--- src/rtl/timer_ctrl.sv ---
// timer_ctrl: shared prescaler driving CH down-counting timer channels.
// Optional TIMER_CTRL_CLKOUT_EN adds a per-channel toggling clk_out.
module timer_ctrl #(
  parameter int CH        = 4,
  parameter int PW        = 15,
  parameter int CW        = 16,
  parameter int PRESC_RST = 9999
) (
  input  logic          clk,
  input  logic          rst,
  input  logic          cfg_valid,
  output logic          cfg_ready,
  input  logic [2:0]    cfg_cmd,
  input  logic [2:0]    cfg_ch,
  input  logic [CW-1:0] cfg_data,
  output logic [CH-1:0] ch_tick,
  output logic [CH-1:0] pending,
  output logic [CH-1:0] running,
  output logic          irq
`ifdef TIMER_CTRL_CLKOUT_EN
  ,
  output logic [CH-1:0] clk_out
`endif
);

  typedef enum logic {S_IDLE, S_EXEC} state_e;

  localparam logic [2:0] OP_LOAD  = 3'd0;
  localparam logic [2:0] OP_SPER  = 3'd1;
  localparam logic [2:0] OP_SONE  = 3'd2;
  localparam logic [2:0] OP_STOP  = 3'd3;
  localparam logic [2:0] OP_ACK   = 3'd4;
  localparam logic [2:0] OP_PRESC = 3'd5;
  localparam logic [2:0] OP_MASK  = 3'd6;

  localparam logic [CW-1:0] C_ONE = CW'(1);
  localparam logic [PW-1:0] P_ONE = PW'(1);

  state_e        state_q, state_d;
  logic          exec;
  logic [2:0]    cmd_q;
  logic [2:0]    ch_q;
  logic [CW-1:0] data_q;

  logic [PW-1:0] pcnt_q, pcnt_d;
  logic [PW-1:0] presc_q, presc_d;
  logic [CH-1:0] mask_q, mask_d;
  logic          irq_q, irq_d;
  logic          ptick, upd;
  logic          do_presc, do_mask, chan_op;

  logic [CW-1:0] cnt_q [CH];
  logic [CW-1:0] cnt_d [CH];
  logic [CW-1:0] rld_q [CH];
  logic [CW-1:0] rld_d [CH];
  logic [CH-1:0] per_q, per_d;
  logic [CH-1:0] run_q, run_d;
  logic [CH-1:0] pend_q, pend_d;
  logic [CH-1:0] tick_q, exp_c;
  logic [CH-1:0] sel;

  // Command FSM state register
  always_ff @(posedge clk) begin
    if (rst) state_q <= S_IDLE;
    else     state_q <= state_d;
  end

  // Command FSM next state: one accept, one execute cycle
  always_comb begin
    state_d = state_q;
    unique case (state_q)
      S_IDLE: if (cfg_valid) state_d = S_EXEC;
      S_EXEC: state_d = S_IDLE;
    endcase
  end

  // Command FSM outputs
  always_comb begin
    cfg_ready = (state_q == S_IDLE);
    exec      = (state_q == S_EXEC);
  end

  // Decode of the latched command and prescaler next state
  always_comb begin
    do_presc = exec && (cmd_q == OP_PRESC);
    do_mask  = exec && (cmd_q == OP_MASK);
    chan_op  = exec && !cmd_q[2];
    ptick    = (pcnt_q == presc_q);
    upd      = ptick && !do_presc;
    pcnt_d   = ptick ? '0 : pcnt_q + P_ONE;
    presc_d  = presc_q;
    mask_d   = mask_q;
    if (do_presc) begin
      presc_d = data_q[PW-1:0];
      pcnt_d  = '0;
    end
    if (do_mask) mask_d = data_q[CH-1:0];
    irq_d = |(pend_q & mask_q);
  end

  // Per-channel next state; a channel command pre-empts that channel's tick
  always_comb begin
    for (int i = 0; i < CH; i++) begin
      sel[i]   = exec && (ch_q == 3'(i));
      cnt_d[i] = cnt_q[i];
      rld_d[i] = rld_q[i];
      per_d[i] = per_q[i];
      run_d[i] = run_q[i];
      exp_c[i] = 1'b0;
      if (sel[i] && chan_op) begin
        unique case (cmd_q)
          OP_LOAD: begin
            rld_d[i] = data_q;
            cnt_d[i] = data_q;
          end
          OP_SPER: begin
            run_d[i] = 1'b1;
            per_d[i] = 1'b1;
          end
          OP_SONE: begin
            run_d[i] = 1'b1;
            per_d[i] = 1'b0;
          end
          OP_STOP: run_d[i] = 1'b0;
          default: ;
        endcase
      end else if (upd && run_q[i]) begin
        if (cnt_q[i] <= C_ONE) begin
          exp_c[i] = 1'b1;
          if (per_q[i]) begin
            cnt_d[i] = rld_q[i];
          end else begin
            cnt_d[i] = '0;
            run_d[i] = 1'b0;
          end
        end else begin
          cnt_d[i] = cnt_q[i] - C_ONE;
        end
      end
      pend_d[i] = pend_q[i] | exp_c[i];
      if (sel[i] && (cmd_q == OP_ACK) && !exp_c[i]) pend_d[i] = 1'b0;
    end
  end

  // Datapath registers
  always_ff @(posedge clk) begin
    if (rst) begin
      cmd_q   <= '0;
      ch_q    <= '0;
      data_q  <= '0;
      pcnt_q  <= '0;
      presc_q <= PW'(PRESC_RST);
      mask_q  <= '0;
      irq_q   <= 1'b0;
      tick_q  <= '0;
      pend_q  <= '0;
      run_q   <= '0;
      per_q   <= '0;
      for (int i = 0; i < CH; i++) begin
        cnt_q[i] <= '0;
        rld_q[i] <= '0;
      end
    end else begin
      if (cfg_valid && cfg_ready) begin
        cmd_q  <= cfg_cmd;
        ch_q   <= cfg_ch;
        data_q <= cfg_data;
      end
      pcnt_q  <= pcnt_d;
      presc_q <= presc_d;
      mask_q  <= mask_d;
      irq_q   <= irq_d;
      tick_q  <= exp_c;
      pend_q  <= pend_d;
      run_q   <= run_d;
      per_q   <= per_d;
      for (int i = 0; i < CH; i++) begin
        cnt_q[i] <= cnt_d[i];
        rld_q[i] <= rld_d[i];
      end
    end
  end

`ifdef TIMER_CTRL_CLKOUT_EN
  logic [CH-1:0] clko_q;

  // Square wave: toggle on every expiry, held while stopped
  always_ff @(posedge clk) begin
    if (rst) clko_q <= '0;
    else     clko_q <= clko_q ^ exp_c;
  end

  assign clk_out = clko_q;
`endif

  assign ch_tick = tick_q;
  assign pending = pend_q;
  assign running = run_q;
  assign irq     = irq_q;

endmodule
--- config.mk ---
export PLATFORM = sky130hd
export DESIGN_NAME = timer_ctrl
export DESIGN_NICKNAME = d
export VERILOG_FILES = /design/src/rtl/timer_ctrl.sv
export SDC_FILE = /design/constraint.sdc
export NUM_CORES = 1
export LEC_CHECK = 0
export BUFFER_PORTS_ARGS = -buffer_cell sky130_fd_sc_hd__buf_2
export CAP_MARGIN = 0
export CORE_AREA = 2 2 129 131
export DETAILED_ROUTE_END_ITERATION = 8
export DIE_AREA = 0 0 131 133
export PLACE_DENSITY = 0.86
export SLEW_MARGIN = 20
export SYNTH_ARGS = -nofsm -noshare
export SYNTH_HDL_FRONTEND = slang
export SYNTH_SLANG_ARGS = --single-unit
--- constraint.sdc ---
create_clock -name clk -period 6.55 [get_ports clk]
set_input_delay 0.655 -clock clk [delete_from_list [all_inputs] [get_ports clk]]
set_output_delay 0.655 -clock clk [all_outputs]
set_load 0.005 [all_outputs]
Yosys cells after proc, flatten, opt, wreduce, memory -nomap -nowiden
Memories as Yosys holds them, arrays and structs flattened.
Cells that the tools add are included.
{"block": "word_totals", "wordCells": 192, "ram_bits": 128, "output_inout_bits": 14, "regBits": 74, "memories": 2}
{"block": "classes", "n_lt_le_gt_ge": 4, "add_sub_neg": 5, "n_bitwise": 14, "mux": 71, "reduce_logical": 57, "n_eq_ne": 18}
{"name": "cnt_q", "depth": 4, "width": 16, "rd": 4, "rd_ports_with_merged_regs": 0, "write_ports": 4, "line_no": "52", "rtl": "logic [CW-1:0] cnt_q [CH];"}
{"name": "rld_q", "depth": 4, "width": 16, "rd": 4, "rd_ports_with_merged_regs": 0, "write_ports": 4, "line_no": "54", "rtl": "logic [CW-1:0] rld_q [CH];"}
{"operator": "16-bit 2-to-1 mux", "count": 36}
{"operator": "16-bit by 1-bit <= comparator with 1-bit output (second input constant)", "count": 4}
{"operator": "16-bit by 1-bit subtractor with 16-bit output (second input constant)", "count": 4}
{"operator": "1-bit 2-to-1 mux", "count": 32}
{"operator": "1-bit logical AND", "count": 25}
{"operator": "2-bit nonzero test", "count": 9}
{"operator": "4-bit AND reduction", "count": 4}
{"operator": "15-bit by 1-bit adder with 15-bit output (second input constant)", "count": 1}
{"operator": "15-bit equality test", "count": 1}
{"operator": "3-bit by 2-bit equality test with 1-bit output (second input constant)", "count": 4}
{"operator": "3-bit by 2-bit inequality test with 1-bit output (second input constant)", "count": 4}
{"operator": "1-bit OR", "count": 12}
{"operator": "2-bit OR reduction", "count": 5}
{"operator": "3-bit equality test (second input constant)", "count": 3}
{"operator": "2-bit by 1-bit inequality test with 1-bit output (second input constant)", "count": 4}
{"operator": "2-bit AND reduction", "count": 4}
{"operator": "3-bit by 1-bit equality test with 1-bit output (second input constant)", "count": 2}
{"operator": "1-bit zero test", "count": 6}
{"operator": "3-bit zero test", "count": 2}
{"operator": "1-bit case mux with 2 select lines", "count": 3}
{"operator": "4-bit AND", "count": 1}
{"operator": "4-bit OR reduction", "count": 1}
{"operator": "3-bit OR reduction", "count": 1}
{"operator": "1-bit inverter", "count": 1}

Logic depth before layout (Yosys ltp)
{"block": "logic_depth", "word_depth": 10, "depth_mapped": 10, "mapped_depth_nobuf": 8}

Worst setup path before layout
OpenSTA, ideal clock, no wires.
{"block": "synth_timing", "path_kind": "flip-flop to flip-flop", "start": "memory cnt_q[2][0]", "end": "memory cnt_q[2][14]", "setup_slack_ns": 4.263, "path_stages_with_launch": 10, "t_required_ns": 6.480, "arrival_time_ns": 2.216, "path_cell_list": "dfxtp_1 > inv_1 > ha_1 > or3b_2 > clkbuf_1 > nor4_1 > nand2_1 > mux2i_1 > a311o_1 > a21oi_1"}
{"item": "start: declaration", "line_no": "52"}

==> results_dict.tcl <==
set metrics [dict create \
    outcome "finished, final reports clean" \
    io_buffer_count 38 \
    initial_utilization_pct 63.7 \
    die_w_um 131 \
    hpwlAfterDp_mm 17.3 \
    seq_power_share_pct 45.1 \
    worstMarginPinSlew_ns 1.05 \
    synth_nets 1366 \
    cts_resized 0 \
    overflow 0 \
    post-cts-setup-buffers 0 \
    ys_seq_area_share_pct 39.2 \
    grt_start_max_net_pins 104 \
    maxSlewHeadroom_pct 29.9 \
    placeableCoreArea_sq_um 16200 \
    numCtsBuffers 22 \
    final_nets 1318 \
    setup_viol 0 \
    io_pins 39 \
    wirelength_mm 28.2 \
    wire_per_inst_um 18.6 \
    setup_tns_ns 0 \
    rsz0062_at_grt "false" \
    die_h_um 133 \
    routed-via-count 9861 \
    synth_edf_count 0 \
    clk_latency_ns 0.51 \
    power_density_nw_per_um2 260 \
    slew_viol_final 0 \
    synthToLayoutAreaGrowth_pct 7.95 \
    ir_drop_v 0.000211 \
    clk_path_buf_depth 3 \
    ys.flop_type "dfxtp_1" \
    ant_nets 0 \
    finalWeightedCongestion 0.911 \
    crit_path_end_kind "register" \
    cts.sink_count 202 \
    hold_ws_ns 0.382 \
    synthCells 1332 \
    hold_class "input port to register" \
    fin_crit_ns 3.35 \
    power.total_mw 2.89 \
    yosys.area.top_type_share_pct 39.2 \
    yosysTopAreaCell "dfxtp_1" \
    cts_tree "built" \
    cts_htree_levels 1 \
    path_max_fanout 22 \
    switching_share_pct 25.3 \
    synth_most_common_cell "nand2_1" \
    clkPwrFrac_pct 44.8 \
    power.leakage_nw 4.14 \
    postCtsHoldBufs 0 \
    die_area_sq_um 17400 \
    max_freq_mhz 299 \
    grt_pass1_wl_mm 45.5 \
    clock_skew_ns 0.0134 \
    antenna_found_initial 0 \
    fin_crit_sh_pct 51.1 \
    root_buffer "clkbuf_16" \
    finalHoldViolCount 0 \
    crit_arrival_ns 3.78 \
    viasPerCell 6.50 \
    intPower_mw 2.16 \
    critPathLaunchType "register" \
    maxCapViolCount 0 \
    synth_cell_types 72 \
    synth_async_sr_flop_share_pct 0 \
    yosys-top-cells-count "240 x nand2_1, 202 x dfxtp_1, 155 x a21oi_1" \
    path_clk_slew_ns 0.06 \
    syn_avg_cell_area_sq_um 7.74 \
    netlist_area_sq_um 10300 \
    critPathRequiredTime_ns 6.98 \
    ys_seq_elements 202 \
    drtIter0Drc 1153 \
    final_util_pct 68.8 \
    dr.pass1.iters 5 \
    synth_warnings 0 \
    yosys-top-cells-area "dfxtp_1 39%, nand2_1 8.7%, a21oi_1 7.5%" \
    combPwrFrac_pct 10.1 \
    drc_errors 0 \
    drive_above_1_share_pct 8.64 \
    antenna-diode-count 0 \
    critical_path_class "register to register" \
    grt_usage_pct 32.1 \
    grt_pass1_vias 9001 \
    p_sw_mw 0.731 \
    fp-row-count 47 \
]
-- sequential cells by signal, indices dropped and copies added (netlist names) --
register / flops
cnt_q: 64
rld_q: 64
pending: 4
running: 4
exec: 1
mask_q: 4
pcnt_q: 15
per_q: 4
data_q: 16
ch_q: 3
cmd_q: 3
presc_q: 15
irq: 1
ch_tick: 4
-- power groups by stage --
stage | clock (mW) | combinational [mW] | sequential, mW
finish | 1.29 | 0.292 | 1.30
detailed placement | 0 | 0.285 | 1.33
floorplan | 0 | 0.257 | 1.29
CTS | 1.30 | 0.288 | 1.30
global placement | 0 | 0.281 | 1.32
global route | 1.35 | 0.325 | 1.30
-- logic make-up (layout without fill, tap and decap cells) --
group	count (synthesis)	in the layout	share of synthesized area (%)
XOR/XNOR	58	58	4.93
AND/OR/NAND/NOR	539	539	25.0
buffers and inverters	133	98	5.26
multiplexers	20	20	1.94
adder cells (fa/ha/maj)	9	9	1.09
AO/OA/AOI/OAI	371	371	22.6
flip-flops	202	202	39.2
-- metal layers --
| layer | up-vias | GRT usage [%] | part of all wire (%) |
|---|---|---|---|
| met4 | 0 | 13.8 | 4.6 |
| li1 | 4652 | - | - |
| met1 | 4614 | 44.4 | 40 |
| met2 | 496 | 50.4 | 46 |
| met3 | 99 | 4.21 | 9.0 |
| met5 | - | 0 | 0 |
-- placed cells by master (no fill, tap or decap), drive strengths merged, types with 22 or more instances in the layout --
| cell | Yosys | routed |
|---|---|---|
| o211ai | 22 | 22 |
| clkbuf | 93 | 30 |
| dfxtp | 202 | 202 |
| nor3 | 27 | 27 |
| nand4 | 22 | 22 |
| xor2 | 29 | 29 |
| nand2 | 240 | 240 |
| o21ai | 83 | 83 |
| nor2 | 109 | 109 |
| buf | 26 | 47 |
| a21oi | 155 | 155 |
| nand3 | 34 | 34 |
| nor4 | 24 | 24 |
| xnor2 | 29 | 29 |
-- per-stage QoR --
stage | area (sq um) | setup slack (ns) | cells
2_1_floorplan | 10300 | 4.26 | 1332
3_3_place_gp | 10400 | 3.43 | 1480
5_1_grt | 11100 | 2.89 | 1517
3_5_place_dp | 10400 | 3.29 | 1480
4_1_cts | 11100 | 3.25 | 1517
6_report | 11100 | 3.20 | 1517
-- worst paths after layout --
check	startpoint	end	slack [ns]	cells after the start
worst max-delay path	exec$_SDFF_PP0_	cnt_q[3][10]$_SDFFE_PP0P_	3.20	6
worst min-delay path	cfg_data[2]	data_q[2]$_SDFFE_PP0P_	0.38	3
worst max register to register	exec$_SDFF_PP0_	cnt_q[3][10]$_SDFFE_PP0P_	3.20	6
worst min register to register	rld_q[2][12]$_SDFFE_PP0P_	rld_q[2][12]$_SDFFE_PP0P_	0.45	2
-- layout make-up --
| class | count | area (sq um) |
|---|---|---|
| clock buffers | 30 | 642 |
| clock inverters | 7 | 110 |
| fillers | 1289 | 5050 |
| inverters | 14 | 52.6 |
| multi-input cells | 997 | 5740 |
| flip-flops and latches | 202 | 4040 |
| well taps | 220 | 275 |
| repair buffers | 47 | 264 |
-- critical path: stages, from the launching register on --
cell and delay [ns]:
dfxtp_1 0.42, nor3b_1 0.40, and3_1 0.73, nand2_1 0.73, o31ai_4 0.48, o221ai_1 0.30, a21oi_1 0.21
Note: power is estimated with default switching activity, not from simulation.
